`src/rtl/serializer_arbiter_pkg.sv`:
```
// Shared types and default sizes for serializer_arbiter and its round-robin arbiter.
package serializer_arbiter_pkg;

    localparam int unsigned NUM_REQ_DEF = 4;
    localparam int unsigned DATA_W_DEF  = 8;

    typedef enum logic [1:0] {
        IDLE  = 2'd0,
        START = 2'd1,
        WAIT  = 2'd2
    } state_e;

endpackage

```
`src/rtl/rr_arbiter.sv`:
```
// Combinational round-robin arbiter: first set request at or above ptr, with wrap-around.
module rr_arbiter
    import serializer_arbiter_pkg::*;
#(
    parameter int unsigned NUM_REQ = NUM_REQ_DEF,
    localparam int unsigned IDX_W  = $clog2(NUM_REQ)
) (
    input  logic [NUM_REQ-1:0] req,
    input  logic [IDX_W-1:0]   ptr,
    output logic [NUM_REQ-1:0] gnt,
    output logic [IDX_W-1:0]   idx,
    output logic               any_gnt
);

    // One spare bit so ptr + offset can exceed NUM_REQ before wrapping.
    logic [IDX_W:0] cand;

    always_comb begin
        gnt     = '0;
        idx     = '0;
        any_gnt = 1'b0;
        cand    = '0;
        for (int i = 0; i < NUM_REQ; i++) begin
            cand = {1'b0, ptr} + i[IDX_W:0];
            if (cand >= NUM_REQ[IDX_W:0]) begin
                cand = cand - NUM_REQ[IDX_W:0];
            end
            if (!any_gnt && req[cand[IDX_W-1:0]]) begin
                any_gnt                = 1'b1;
                idx                    = cand[IDX_W-1:0];
                gnt[cand[IDX_W-1:0]]   = 1'b1;
            end
        end
    end

endmodule

```
`src/rtl/serializer_arbiter.sv`:
```
// Round-robin front end sharing one serializer between NUM_REQ requesters.
// Optional watchdog on the serializer handshake: define SERIALIZER_ARBITER_TIMEOUT_EN.
module serializer_arbiter
    import serializer_arbiter_pkg::*;
#(
    parameter int unsigned NUM_REQ = NUM_REQ_DEF,
    parameter int unsigned DATA_W  = DATA_W_DEF,
    parameter int unsigned TIMEOUT = 64,
    localparam int unsigned IDX_W  = $clog2(NUM_REQ)
) (
    input  logic                      clk_i,
    input  logic                      rst_i,
    input  logic [NUM_REQ-1:0]        req_valid_i,
    input  logic [NUM_REQ*DATA_W-1:0] req_data_i,
    output logic [NUM_REQ-1:0]        req_ready_o,
    output logic                      ser_start_o,
    output logic [DATA_W-1:0]         ser_data_o,
    input  logic                      ser_done_i,
    output logic [IDX_W-1:0]          grant_id_o,
    output logic                      busy_o,
    output logic                      err_o
);

    state_e             state_q, state_d;
    logic [IDX_W-1:0]   ptr_q, ptr_d;
    logic [IDX_W-1:0]   gid_q, gid_d;
    logic [DATA_W-1:0]  hold_q, hold_d;
    logic [NUM_REQ-1:0] arb_gnt;
    logic [IDX_W-1:0]   arb_idx;
    logic               arb_any;
    logic               timeout;

    rr_arbiter #(
        .NUM_REQ (NUM_REQ)
    ) u_rr_arbiter (
        .req     (req_valid_i),
        .ptr     (ptr_q),
        .gnt     (arb_gnt),
        .idx     (arb_idx),
        .any_gnt (arb_any)
    );

`ifdef SERIALIZER_ARBITER_TIMEOUT_EN
    localparam int unsigned WD_W = $clog2(TIMEOUT + 1);

    logic [WD_W-1:0] wd_q;
    logic            err_q;

    // Fires on the TIMEOUT-th WAIT cycle; a coincident done takes priority.
    assign timeout = (state_q == WAIT) && !ser_done_i && (wd_q == WD_W'(TIMEOUT - 1));

    always_ff @(posedge clk_i or negedge rst_i) begin
        if (!rst_i) begin
            wd_q  <= '0;
            err_q <= 1'b0;
        end else begin
            if (state_q == START) begin
                wd_q <= '0;
            end else if (state_q == WAIT) begin
                wd_q <= wd_q + 1'b1;
            end
            if (timeout) begin
                err_q <= 1'b1;
            end
        end
    end

    assign err_o = err_q;
`else
    logic [31:0] unused_timeout;

    assign unused_timeout = TIMEOUT;
    assign timeout        = 1'b0;
    assign err_o          = 1'b0;
`endif

    always_comb begin
        state_d     = state_q;
        ptr_d       = ptr_q;
        gid_d       = gid_q;
        hold_d      = hold_q;
        req_ready_o = '0;
        ser_start_o = 1'b0;
        ser_data_o  = '0;
        busy_o      = 1'b0;
        unique case (state_q)
            IDLE: begin
                if (arb_any) begin
                    req_ready_o = arb_gnt;
                    gid_d       = arb_idx;
                    hold_d      = req_data_i[arb_idx*DATA_W +: DATA_W];
                    state_d     = START;
                end
            end
            START: begin
                ser_start_o = 1'b1;
                ser_data_o  = hold_q;
                busy_o      = 1'b1;
                state_d     = WAIT;
            end
            WAIT: begin
                ser_data_o = hold_q;
                busy_o     = 1'b1;
                if (ser_done_i || timeout) begin
                    state_d = IDLE;
                    ptr_d   = (gid_q == IDX_W'(NUM_REQ - 1)) ? '0 : gid_q + 1'b1;
                end
            end
            default: state_d = IDLE;
        endcase
        // The ready path is combinational from req_valid_i, so mask it while reset is held.
        if (!rst_i) begin
            req_ready_o = '0;
        end
    end

    always_ff @(posedge clk_i or negedge rst_i) begin
        if (!rst_i) begin
            state_q <= IDLE;
            ptr_q   <= '0;
            gid_q   <= '0;
            hold_q  <= '0;
        end else begin
            state_q <= state_d;
            ptr_q   <= ptr_d;
            gid_q   <= gid_d;
            hold_q  <= hold_d;
        end
    end

    assign grant_id_o = gid_q;

endmodule

```
`config.mk`:
```
export PLATFORM = sky130hd
export DESIGN_NAME = serializer_arbiter
export DESIGN_NICKNAME = d
export VERILOG_FILES = /design/src/rtl/serializer_arbiter_pkg.sv /design/src/rtl/rr_arbiter.sv /design/src/rtl/serializer_arbiter.sv
export SDC_FILE = /design/constraint.sdc
export NUM_CORES = 1
export LEC_CHECK = 0
export BUFFER_PORTS_ARGS = -buffer_cell sky130_fd_sc_hd__buf_2
export CORE_ASPECT_RATIO = 1.4
export CORE_UTILIZATION = 49
export DETAILED_ROUTE_END_ITERATION = 12
export GPL_ROUTABILITY_DRIVEN = 1
export PLACE_DENSITY_LB_ADDON = 0.15
export SETUP_SLACK_MARGIN = 0.1
export SYNTH_ARGS = -nofsm -noshare
export SYNTH_HDL_FRONTEND = slang
export SYNTH_SLANG_ARGS = --single-unit
```
`constraint.sdc`:
```
create_clock -name clk_i -period 4 [get_ports clk_i]
set_clock_uncertainty 0.05 [all_clocks]
set_input_delay 0.2 -clock clk_i [delete_from_list [all_inputs] [get_ports clk_i]]
set_output_delay 0.2 -clock clk_i [all_outputs]
set_load 0.02 [all_outputs]
```
==> results of run 1 <==
[per-stage QoR]
step	instance area (sq um)	setup slack, ns	cells	power (W)	utilization (%)
floorplan	1400	1.22	155	0.00109	-
global placement	1660	0.994	236	0.00128	62.1
detailed placement	1660	0.785	236	0.00132	62.1
CTS	1700	0.672	241	0.00143	63.8
global route	1700	0.458	241	0.00155	63.8
finish	1700	0.670	241	0.00143	63.8
[kinds of logic after synthesis]
kind of cell / share of synthesized area, %
simple gates: 23.0
other cells: 0.268
compound gates: 24.1
flops: 25.0
buf+inv: 6.87
fa+ha+maj: 11.6
mux: 9.11
[timing repair]
| action | CTS | global route |
|---|---|---|
| hold endpoints to repair | 14 | 0 |
| hold buffers | 1 | 0 |
| resized for setup | 0 | 0 |
[cell usage after synthesis, types with 2 or more instances]
master	count	share of area (%)
a22oi_1	4	2.1
ha_1	13	12
nand2_1	6	1.6
nor3_1	15	5.4
o32ai_2	3	3.5
a21oi_1	4	1.4
o21ai_0	4	1.4
nor2_1	12	3.2
a221oi_1	4	2.5
and2_1	8	3.6
mux2i_1	6	4.3
a211oi_1	8	4.3
mux2_2	2	1.6
nor4b_1	2	1.3
mux4_2	2	3.2
inv_1	8	2.1
buf_2	2	0.71
o32ai_1	4	2.5
clkbuf_1	4	1.1
dfrtp_1	14	25
and3_1	6	2.7
buf_6	3	2.4
[layout by cell type, fill, tap and decap left out, types with 2 or more instances in the layout]
cell	instances
a211oi_1	8
a21oi_1	4
a221oi_1	4
a22oi_1	4
and2_1	8
and3_1	6
buf_2	54
clkbuf_4	3
dfrtp_1	14
ha_1	13
inv_1	8
mux2_2	2
mux2i_1	6
mux4_2	2
nand2_1	6
nor2_1	12
nor3_1	15
nor4b_1	2
o21ai_0	4
o32ai_1	4
o32ai_2	3
[state kept, by name, summed over array words and instances, names as in the netlist]
signal      flops
grant_id_o      2
state_q         2
ptr_q           2
hold_q          8
[cell type report]
type | instances | area share [%]
multi-input combinational | 123 | 56.0
sequential | 14 | 20.6
timing repair buffer | 56 | 16.9
tap | 36 | 2.64
clock buffer | 4 | 2.13
inverter | 8 | 1.76
[report_power, final]
| part | total [W] | internal (W) | switching, W |
|---|---|---|---|
| clock | 0.000106 | 0.0000555 | 0.0000509 |
| sequential | 0.000290 | 0.000215 | 0.0000756 |
| combinational | 0.00103 | 0.000412 | 0.000618 |
| total | 0.00143 | 0.000683 | 0.000744 |
[metal layers]
layer	wire (um)	global-route usage [%]	vias up
met2	1870	44.6	61
li1	-	-	684
met1	1450	31.5	660
met4	68	11.8	0
met3	167	2.47	7
met5	0	0	-
[worst min-delay path, cell delays in order]
cell and delay, ns:
buf_2 0.08, nor3_1 0.04, nor3_1 0.15
[worst max-delay path by stage]
| stage | to | depth (start not counted) |
|---|---|---|
| finish | req_ready_o[2] | 7 |
| CTS | req_ready_o[3] | 7 |
| detailed placement | hold_q[0] | 8 |
| global route | req_ready_o[2] | 7 |
| global placement | hold_q[2] | 8 |
| floorplan | hold_q[1] | 11 |
==> results.cfg, run 1 <==
[yosys]
ys_ff_latch = 14
synth-edff-count = 0
postSynth.asyncResetShare_pct = 100
synth.distinct_cells = 43
synth_warnings = 0
synth_nets = 207
syn-cell-area_sq_um = 1400
syn-mean-instance-area_sq_um = 9.04
synth_ff_type = dfrtp_1
synth_cells = 155
synth_seq_area_share_pct = 25.0

[placement]
port_buffers = 54
dp_hpwl_mm = 2.75
gp_congestion = 0.873

[sta]
hold_viol_final = 0
post-route-min-period_ns = 3.33
setup_viol = 0
fin_crit_sh_pct = 83.2
maxSlewViolCount = 0
setup_tns_ns = 0
hold_slack_ns = 0.172
max_freq_mhz = 300
tightestPinTransition_ns = 0.782
maxSlewHeadroom_pct = 46.4
grt_setup_unrepaired = false

[critical_path]
path_delay_family = flip-flops
slowest_stage = dfrtp_1
critPathArrivalTime_ns = 3.08
crit_path_max_incr_delay_ns = 0.71
worstSetupPathType = flop to output pin
cp_num_buf_inv = 2
r2r-end = hold_q[0]
r2r_start = ptr_q[0]
crit_fanout = 16
reg2reg_depth = 8
crit_chain = inv_1 -> ha_1 -> or4_1 -> a21oi_1 -> a221oi_1 -> nor2_1 -> buf_2
rrSetupSlack_ns = 0.74
start_kind = flop
end_kind = output pin
startpoint = ptr_q[0]
critical_path_required_ns = 3.75

[clock_tree]
cts_buffers = 3
cts-root-buf = clkbuf_4
cts_buffer_depth = 2
clock_latency_ns = 0.29
cts_setup_buffers = 0
clk_pin_slew_worst_paths_ns = 0.09
htreeDepth = 1
numClockSinks = 14
cts_tree = yes

[floorplanning]
fp.coreArea_sq_um = 2670
die_y_um = 65.3
rows = 22
die_w_um = 47.2
num_io_pins = 56
dieArea_sq_um = 3080
start_util_pct = 52.5

[layout]
n_antenna_cell = 0
regArea_sq_um = 350
multi_input_area_sq_um = 955
nFillCells = 262
drive_gt1_share_pct = 34.6
area_delta_synth_final_pct = 21.6
nets = 258

[route]
route.detailed.drc = 0
drt-pass1-iter-count = 4
wl_mm = 3.56
drt_iter0_markers = 34
via_per_inst = 5.86
num_vias = 1412
ant_nets = 0
wire_per_inst_um = 14.8

[min_path]
min_from = req_data_i[24]
holdPathStages = 3
min_path_type = input port to flop
hold_end = hold_q[0]

[power_and_ir_drop]
p_leak_nw = 0.809
power.density_nw_per_um2 = 837
ir_worst_vdd_uv = 526

[flow_run]
cap_violations = 0

[global_route]
grt_max_degree = 17
grt.total_usage_pct = 26.1
grt_overflow = 0
antenna_found_initial = 0
grt_pass1_wl_mm = 5.89
grt_pass1_vias = 1374

[run_status]
status = completed
No activity file was read; power rests on OpenSTA's default activity.
==> run 2: changes to the inputs <==
--- a/config.mk
+++ b/config.mk
@@ -7,7 +7,7 @@
 export LEC_CHECK = 0
 export BUFFER_PORTS_ARGS = -buffer_cell sky130_fd_sc_hd__buf_2
 export CORE_ASPECT_RATIO = 1.4
-export CORE_UTILIZATION = 49
+export CORE_UTILIZATION = 44
 export DETAILED_ROUTE_END_ITERATION = 12
 export GPL_ROUTABILITY_DRIVEN = 1
 export PLACE_DENSITY_LB_ADDON = 0.15
==> constraint.sdc (replaced) <==
create_clock -name clk_i -period 2.75 [get_ports clk_i]
set_clock_uncertainty 0.05 [all_clocks]
set_input_delay 0.1375 -clock clk_i [delete_from_list [all_inputs] [get_ports clk_i]]
set_output_delay 0.1375 -clock clk_i [all_outputs]
set_load 0.02 [all_outputs]
==> results.cfg, run 2 (synthesis gave the netlist of run 1 again) <==
[run_status]
status = completed

[critical_path]
critPathArrivalTime_ns = 2.56
crit_fanout = 9
worstSetupPathType = flop to flop
r2r_start = ptr_q[1]
startpoint = ptr_q[1]
critical_path_required_ns = 2.83
end_kind = flop
reg2reg_depth = 8
rrSetupSlack_ns = 0.27
r2r-end = hold_q[2]
start_kind = flop

[clock_tree]
clk_pin_slew_worst_paths_ns = 0.06
cts_buffers = 3
cts-root-buf = clkbuf_8
cts_tree = yes
numClockSinks = 14
cts_buffer_depth = 2
clock_latency_ns = 0.25
htreeDepth = 1

[placement]
gp_congestion = 0.854
dp_hpwl_mm = 2.89
port_buffers = 54
placed_area_sq_um = 1710
placed_cells_incl_taps = 242
preCtsSetupSlack_ns = 0.136

[route]
drt-pass1-iter-count = 4
ant_nets = 0
wl_mm = 3.91
num_vias = 1475
top_layer = met4
wire_per_inst_um = 15.6
drt_iter0_markers = 43
route.detailed.drc = 0
wl_met2_mm = 2.02
via_per_inst = 5.88
wl_met3_um = 196
met1_length_mm = 1.63

[layout]
final_common_cell = buf_2
regArea_sq_um = 353
largest_reg_flops = 8
nFillCells = 283
final_cell_mix = buf_2, nor3_1, nor2_1, ha_1, dfrtp_1
nets = 267
drive_gt1_share_pct = 40.2
post-route-cell-area_sq_um = 1820
layout.cells.non_filler = 251
area_delta_synth_final_pct = 30.2
top_register = hold_q
n_antenna_cell = 0
finish.utilization_pct = 62.1
multi_input_area_sq_um = 981

[min_path]
holdPathStages = 3
min_from = req_data_i[25]
hold_end = hold_q[1]
min_path_type = input port to flop

[sta]
maxSlewHeadroom_pct = 61.8
fin_crit_sh_pct = 90.1
hold_viol_final = 0
setup_viol = 0
setup_tns_ns = 0
maxSlewViolCount = 0
max_freq_mhz = 404
post-route-min-period_ns = 2.48
setup_ws_ns = 0.274
grt_setup_unrepaired = false
tightestPinTransition_ns = 0.574

[floorplanning]
num_io_pins = 56
die_w_um = 49.7
start_util_pct = 47.7
rows = 23
die_y_um = 68.8
dieArea_sq_um = 3420
fp.coreArea_sq_um = 2940

[global_route]
grt_pass1_vias = 1397
grt_overflow = 0
antenna_found_initial = 0
grt_pass1_wl_mm = 6.24
grt_max_degree = 17
grt.total_usage_pct = 24.3

[power_and_ir_drop]
power.density_nw_per_um2 = 1260
ir_worst_vdd_uv = 698
p_leak_nw = 0.856

[flow_run]
cap_violations = 0
[run 2: changes by cell type in the layout (fill, tap and decap cells not counted), sizes merged]
cell	delta
buf	+9
inv	-1
clkinvlp	+1
[run 2: cell type report]
class                      count  area share [%]
clock buffer                   4            3.02
inverter                       8            1.85
multi-input combinational    123            53.8
sequential                    14            19.3
tap                           37            2.54
timing repair buffer          65            19.5
[run 2: how the worst max path moves through the flow]
stage / slack [ns] / endpoint / cells past startpoint
final: 0.27 / hold_q[2] / 8
after CTS: 0.12 / hold_q[2] / 8
after floorplan: 0.11 / hold_q[1] / 11
after global placement: 0.26 / hold_q[7] / 9
after detailed placement: 0.14 / hold_q[2] / 8
after global routing: 0.14 / hold_q[3] / 9
[run 2: timing repair]
item                       in CTS  in global routing
hold endpoints to repair       14                  0
buffers inserted                0                  4
pin swaps                       0                  0
resized for setup               1                  3
hold buffers                    1                  0
setup endpoints to repair       1                 13
[run 2: critical path, stage by stage, from the launching register on]
cell and delay [ns]:
dfrtp_2 0.42, buf_4 0.13, mux4_2 0.52, nor2b_4 0.18
or3_4 0.35, buf_4 0.17, and2_4 0.18, o32ai_1 0.26
nor3_1 0.08
[run 2: metal layers]
layer,vias to the layer above,global-route usage [%]
met5,-,0
met1,698,27.0
li1,697,-
met2,72,45.3
met3,8,2.41
met4,0,13.6
[run 2: report_power, final]
part,leakage (nW),internal [W],total [W],switching [W]
registers,0.161,0.000317,0.000392,0.0000752
logic,0.666,0.000711,0.00171,0.000995
clock network,0.0288,0.000127,0.000205,0.0000779
total,0.856,0.00116,0.00230,0.00115
[run 2: through the flow]
stage                     hold WS, ns  power (W)
final                           0.150    0.00230
after global routing            0.181    0.00250
after CTS                       0.157    0.00223
after detailed placement       0.0112    0.00202
after global placement        0.00617    0.00197
after floorplan                -0.208    0.00162
